**config.mk**
```make
export PLATFORM = sky130hd
export DESIGN_NAME = blake2_msg_packer
export DESIGN_NICKNAME = d
export VERILOG_FILES = /design/src/rtl/blake2_pkg.sv /design/src/rtl/blake2_msg_packer.sv
export SDC_FILE = /design/constraint.sdc
export NUM_CORES = 1
export LEC_CHECK = 0
export ABC_AREA = 1
export BUFFER_PORTS_ARGS = -buffer_cell sky130_fd_sc_hd__buf_2
export CAP_MARGIN = 20
export CELL_PAD_IN_SITES_DETAIL_PLACEMENT = 1
export CELL_PAD_IN_SITES_GLOBAL_PLACEMENT = 1
export CORE_MARGIN = 2
export CORE_UTILIZATION = 36
export CTS_CLUSTER_DIAMETER = 60
export DETAILED_ROUTE_END_ITERATION = 7
export PLACE_DENSITY_LB_ADDON = 0.1
export SYNTH_ARGS = -nofsm -noshare
export SYNTH_HDL_FRONTEND = slang
export SYNTH_SLANG_ARGS = --single-unit
```
**constraint.sdc**
```tcl
create_clock -name clk -period 2.3 [get_ports clk]
set_input_delay 0.575 -clock clk [delete_from_list [all_inputs] [get_ports clk]]
set_output_delay 0.575 -clock clk [all_outputs]
set_load 0.02 [all_outputs]
```
**src/rtl/blake2_pkg.sv**
```systemverilog
// Shared definitions for the blake2 message packer: FSM state
// encoding and block-size / length-width defaults per variant.
package blake2_pkg;

  typedef enum logic [1:0] {
    S_IDLE,
    S_DATA,
    S_PAD,
    S_WAIT_CORE
  } pack_state_t;

  localparam int BB_B   = 128;
  localparam int BB_S   = 64;
  localparam int LL_W_B = 128;
  localparam int LL_W_S = 64;

endpackage

```
**src/rtl/blake2_msg_packer.sv**
```systemverilog
// Byte-stream to blake2 block packer. Cuts the s_* stream into BB-byte
// blocks, zero-pads the last one and drives the core's per-byte load
// port (data_v/data_idx/data, block_first/block_last, ll), pacing on
// core_ready_i. Ports: clk, nreset (sync, active-low), s_valid_i,
// s_ready_o, s_data_i, s_last_i, s_empty_i, core_ready_i, data_v_o,
// data_idx_o, data_o, block_first_o, block_last_o, ll_o.
// Option BLAKE2_PACK_KEY_EN adds key_len_i: the first key_len_i beats
// form a zero-padded key block. A keyed empty message is sent as
// s_last_i on the final key byte.
module blake2_msg_packer
  import blake2_pkg::*;
#(
  parameter int BB = BB_B,
  parameter int LL_W = LL_W_B,
  localparam int BB_CLOG2 = $clog2(BB)
) (
  input  logic                clk,
  input  logic                nreset,
  input  logic                s_valid_i,
  output logic                s_ready_o,
  input  logic [7:0]          s_data_i,
  input  logic                s_last_i,
  input  logic                s_empty_i,
`ifdef BLAKE2_PACK_KEY_EN
  input  logic [7:0]          key_len_i,
`endif
  input  logic                core_ready_i,
  output logic                data_v_o,
  output logic [BB_CLOG2-1:0] data_idx_o,
  output logic [7:0]          data_o,
  output logic                block_first_o,
  output logic                block_last_o,
  output logic [LL_W-1:0]     ll_o
);

  localparam logic [BB_CLOG2-1:0] IDX_MAX = BB_CLOG2'(BB - 1);
  localparam logic [BB_CLOG2-1:0] IDX_ONE = BB_CLOG2'(1);
  localparam logic [LL_W-1:0]     LL_MAX  = '1;
  localparam logic [LL_W-1:0]     LL_ONE  = LL_W'(1);
  localparam logic [LL_W-1:0]     LL_BB   = LL_W'(BB);

  pack_state_t         state_q, state_d;
  logic [BB_CLOG2-1:0] idx_q, idx_d;
  logic                fresh_q, fresh_d;
  logic                last_q, last_d;
  logic                seen_q, seen_d;
  logic                v_d, first_d, blast_d;
  logic [BB_CLOG2-1:0] didx_d;
  logic [7:0]          dat_d;
  logic [LL_W-1:0]     ll_d, ll_base, ll_inc;
  logic                xfer;
  logic                key_byte, key_end;

`ifdef BLAKE2_PACK_KEY_EN
  logic [7:0] key_q, key_d;
  assign key_byte = (key_q != 8'd0);
  assign key_end  = key_byte & ((key_q == 8'd1) | s_last_i);
`else
  assign key_byte = 1'b0;
  assign key_end  = 1'b0;
`endif

  assign s_ready_o = nreset & core_ready_i
                   & (state_q == S_DATA);
  assign xfer = s_valid_i & s_ready_o;

  // ll_o doubles as the running count; fresh_q marks that the next
  // accepted beat starts a new message so ll_o can hold until then.
  assign ll_base = fresh_q ? '0 : ll_o;
  assign ll_inc  = (ll_base == LL_MAX) ? ll_base
                 : ll_base + LL_ONE;

  always_comb begin
    state_d = state_q;
    idx_d   = idx_q;
    fresh_d = fresh_q;
    last_d  = last_q;
    seen_d  = seen_q;
    v_d     = 1'b0;
    first_d = block_first_o;
    blast_d = block_last_o;
    didx_d  = data_idx_o;
    dat_d   = data_o;
    ll_d    = ll_o;
`ifdef BLAKE2_PACK_KEY_EN
    key_d   = key_q;
`endif
    unique case (state_q)
      S_IDLE: begin
        first_d = 1'b1;
        blast_d = 1'b0;
        last_d  = 1'b0;
        fresh_d = 1'b1;
        seen_d  = 1'b0;
        idx_d   = '0;
`ifdef BLAKE2_PACK_KEY_EN
        key_d   = key_len_i;
`endif
        state_d = S_DATA;
      end
      S_DATA: begin
        if (xfer) begin
          fresh_d = 1'b0;
          unique case (1'b1)
            s_empty_i: begin
              ll_d    = ll_base;
              blast_d = 1'b1;
              last_d  = 1'b1;
              state_d = S_PAD;
            end
            default: begin
              v_d    = 1'b1;
              didx_d = idx_q;
              dat_d  = s_data_i;
              idx_d  = idx_q + IDX_ONE;
              if (key_byte)
                ll_d = key_end ? LL_BB : ll_base;
              else
                ll_d = ll_inc;
`ifdef BLAKE2_PACK_KEY_EN
              if (key_byte)
                key_d = key_end ? 8'd0 : key_q - 8'd1;
`endif
              if (s_last_i) begin
                blast_d = 1'b1;
                last_d  = 1'b1;
              end
              if (idx_q == IDX_MAX)
                state_d = S_WAIT_CORE;
              else if (s_last_i | key_end)
                state_d = S_PAD;
            end
          endcase
        end
      end
      S_PAD: begin
        if (core_ready_i) begin
          v_d    = 1'b1;
          didx_d = idx_q;
          dat_d  = 8'h00;
          idx_d  = idx_q + IDX_ONE;
          if (idx_q == IDX_MAX)
            state_d = S_WAIT_CORE;
        end
      end
      S_WAIT_CORE: begin
        // The last byte is registered, so ready may still read high
        // the cycle after it; require a low then a high before moving.
        if (!core_ready_i) begin
          seen_d = 1'b1;
        end else if (seen_q) begin
          seen_d = 1'b0;
          if (last_q) begin
            state_d = S_IDLE;
          end else begin
            first_d = 1'b0;
            state_d = S_DATA;
          end
        end
      end
      default: state_d = S_IDLE;
    endcase
  end

  always_ff @(posedge clk) begin
    if (!nreset) begin
      state_q       <= S_IDLE;
      idx_q         <= '0;
      fresh_q       <= 1'b1;
      last_q        <= 1'b0;
      seen_q        <= 1'b0;
      data_v_o      <= 1'b0;
      data_idx_o    <= '0;
      data_o        <= 8'h00;
      block_first_o <= 1'b0;
      block_last_o  <= 1'b0;
      ll_o          <= '0;
`ifdef BLAKE2_PACK_KEY_EN
      key_q         <= 8'd0;
`endif
    end else begin
      state_q       <= state_d;
      idx_q         <= idx_d;
      fresh_q       <= fresh_d;
      last_q        <= last_d;
      seen_q        <= seen_d;
      data_v_o      <= v_d;
      data_idx_o    <= didx_d;
      data_o        <= dat_d;
      block_first_o <= first_d;
      block_last_o  <= blast_d;
      ll_o          <= ll_d;
`ifdef BLAKE2_PACK_KEY_EN
      key_q         <= key_d;
`endif
    end
  end

endmodule
```
==> results.ini <==
[hold_path]
hold_class=input pin to flop
min_path_cells=3
hold-path-endpoint=data_o[7]$_SDFFE_PN0P_
worstHoldStart=s_data_i[7]

[die]
initial_core_util_pct=36.4
die_area_um2=35200
core_um2=33400
die_w_um=188
io_pins=161
die_h_um=188
num_rows=67

[routing]
wl_met2_mm=35.5
post_drt_wl_per_cell_um=24.2
avgViaCountPerCell=5.63
highest_layer=met5
dr.pass1.iters=5
drtIter0Drc=1759
drc=0
ant_nets=0
vias=18714
drt-met1-wl_mm=31.6
wirelength_mm=80.3
wl_met3_mm=8.00

[worst_setup_path]
cpPeakStageDelay_ns=0.41
rrSetupSlack_ns=-0.62
path_cells=clkinv_8 -> buf_12 -> nand3_1 -> nor2_2 -> nand2_1 -> buf_4 -> nor2_2 -> nand2_1 -> nor2_4 -> nand3_4 -> buf_12 -> clkbuf_16 -> nand4_1 -> nand2_1 -> nor2_1
end_kind=flop
rr_endpoint=ll_o[5]$_SDFFE_PN0P_
worst_path_max_delay_cell=dfxtp_4
cp_max_fo=18
critPathTopFamily=simple AND/OR/NAND/NOR gates
crit_arrival_ns=3.29
timing.rr.start=fresh_q$_SDFFE_PN1P_
critical_path_buf_inv_count=5
r2r_cells=15
crit_required_ns=2.67
crit_path_start_kind=flop
path_common_cell=nand2_1
path_class=flop to flop

[logic_synthesis]
synth_flop_cell=dfxtp_1
synth-edff-count=0
synth_warnings=0
yosys.cell_types.count=40
synth_seq_cells=157
syn_area_um2=12100
synth_seq_area_share_pct=25.9
async_flop_share_pct=0
syn_nets=2239
syn_area_per_cell_um2=5.47
syn_inst=2219

[sta]
hold_violations=0
slew_headroom_pct=42.8
drv_slew=0
worstMarginPinSlew_ns=0.858
finClkSkew_ns=0.0245
whs_ns=0.366
setup_tns_ns=-34.86
setup_ws_ns=-0.618
fin_crit_ns=2.92
setup_viol=128
rsz0062_at_grt=yes
finalCritPeriodShare_pct=127
fmax_mhz=343

[place]
port_buffers=160
place_ws_ns=-0.530
gp_congestion=0.997
dp_hpwl_mm=56.4

[cells_and_area]
multi_input_area_um2=8670
drive_gt1_share_pct=37.2
final_util_pct=58.6
seqCellArea_um2=3150
antenna_cells=0
fin_nets=2883
num-fill-cells=4594
syn_to_final_growth_pct=61.0

[outcome]
status=finished with violations
violations=setup timing

[clocking]
cts_buffer_depth=2
path_clk_slew_ns=0.09
cts_hold_buffers=0
insertion_delay_ns=0.49
cts_tree=built
cts-buffers-inserted=17
clock-sinks=157
cts-root-buf=clkbuf_16
htreeDepth=4

[flow_run]
cap_violations=0

[power]
p_comb_share_pct=16.4
finalPower_uw=7160
clockPowerShare_pct=43.3
power_switching_uw=2420
seq_power_share_pct=40.3
irDropWorstVdd_uv=567
power.leakage_uw=0.00867
pwr_density_cell_nw_per_um2=366
power.internal_uw=4740
power.switching_fraction_pct=33.7

[global_routing]
grt_pass1_vias=17838
grt.total_usage_pct=40.0
grt-ovfl-total=0
grt_max_degree=80
grt_pass1_wl_mm=106
antenna_found_initial=3

## per-stage QoR
stage / cell area (um2) / cells
floorplan: 12200 / 2219
global placement: 17100 / 3259
detailed placement: 17100 / 3259
CTS: 18000 / 3297
global route: 19600 / 3324
finish: 19600 / 3324
## synthesized netlist by cell type (4+ instances only)
cell      number  share of area (%)
nor2_1       575                 18
nand2_1      549                 17
inv_1        296                9.1
nand3_1      271                 11
dfxtp_1      157                 26
nand4_1       94                4.8
a21oi_1       32                1.3
clkbuf_1      31               0.96
o21ai_0       29                1.2
nor3_1        22               0.91
nand3b_1      21                1.3
buf_2         19               0.78
buf_1         18               0.56
nor3b_1       16               0.99
nor2_2        14               0.72
buf_6         11                1.0
o22ai_1        7               0.36
and2_1         6               0.31
ha_1           6               0.62
nand3_2        6               0.49
inv_2          5               0.15
buf_4          4               0.25
## metal layers
metal | vias up | GRT usage [%]
met5 | - | 0
met4 | 2 | 17.7
met3 | 323 | 8.40
met2 | 1116 | 64.2
met1 | 9007 | 51.7
li1 | 8266 | -
## cells in the final DEF (no fill, tap or decap), types with 13 or more instances in the layout
cell,n
buf_12,15
nand3b_1,21
nor3_1,13
nor2_4,58
o21ai_0,28
nand2_2,35
nand3_2,74
nand3_1,197
buf_6,17
nor2_1,426
nand4_1,94
buf_2,160
buf_4,504
nand2_1,508
nor2_2,107
nor3b_1,15
dfxtp_1,156
inv_1,289
a21oi_1,31
clkbuf_16,25
## power by group through the flow
stage / sequential [uW] / combinational, uW / clock, uW
detailed placement: 2950 / 1050 / 0
CTS: 2890 / 1080 / 3090
floorplan: 3030 / 556 / 0
global route: 2900 / 1250 / 3210
global placement: 2940 / 1000 / 0
finish: 2890 / 1170 / 3100
## worst reg2reg max path, cell delays in order, from the launching register on
cell	delay, ns
dfxtp_4	0.41
clkinv_8	0.10
buf_12	0.17
nand3_1	0.21
nor2_2	0.22
nand2_1	0.14
buf_4	0.17
nor2_2	0.13
nand2_1	0.11
nor2_4	0.13
nand3_4	0.18
buf_12	0.21
clkbuf_16	0.18
nand4_1	0.09
nand2_1	0.07
nor2_1	0.29
## sequential cells by signal, summed over array words and instances (netlist names)
name,cells
ll_o,128
data_o,8
data_idx_o,7
idx_q,7
state_q,2
block_first_o,1
data_v_o,1
fresh_q,1
last_q,1
seen_q,1
## worst max-delay path by stage
stage / cells after the start / from / to / slack [ns]
global placement: 13 / fresh_q$_SDFFE_PN1P_ / ll_o[75]$_SDFFE_PN0P_ / -0.37
global route: 15 / fresh_q$_SDFFE_PN1P_ / ll_o[5]$_SDFFE_PN0P_ / -0.66
floorplan: 19 / fresh_q$_SDFFE_PN1P_ / ll_o[106]$_SDFFE_PN0P_ / -0.06
CTS: 16 / fresh_q$_SDFFE_PN1P_ / ll_o[124]$_SDFFE_PN0P_ / -0.28
finish: 15 / fresh_q$_SDFFE_PN1P_ / ll_o[5]$_SDFFE_PN0P_ / -0.62
detailed placement: 15 / fresh_q$_SDFFE_PN1P_ / ll_o[104]$_SDFFE_PN0P_ / -0.53
## kinds of logic (layout without fill, tap and decap cells)
family,count (synthesis),count (layout),share of synthesized area [%]
AOI/OAI and AO/OA,76,76,3.39
buffers and inverters,390,1046,13.5
and+or+nand+nor,1590,1591,56.6
adders and majority gates,6,6,0.618
DFF,157,157,25.9
## layout make-up
class                   instances  share of cell area [%]
multi-input cells            1673                    44.3
clock buffers                  17                    2.18
flip-flops and latches        157                    16.1
repair buffers                710                    27.6
well taps                     448                    2.87
repair inverters                1                  0.0832
clock inverters                15                   0.889
inverters                     303                    5.91
## what timing repair did
action                                  4_1_cts  5_1_grt
endpoints found under the setup margin      128      130
pin swaps                                    10       78
cloned                                        2       13
resized for setup                            70      315
setup buffers                                 4       17
Note: power is estimated with default switching activity, not from simulation.
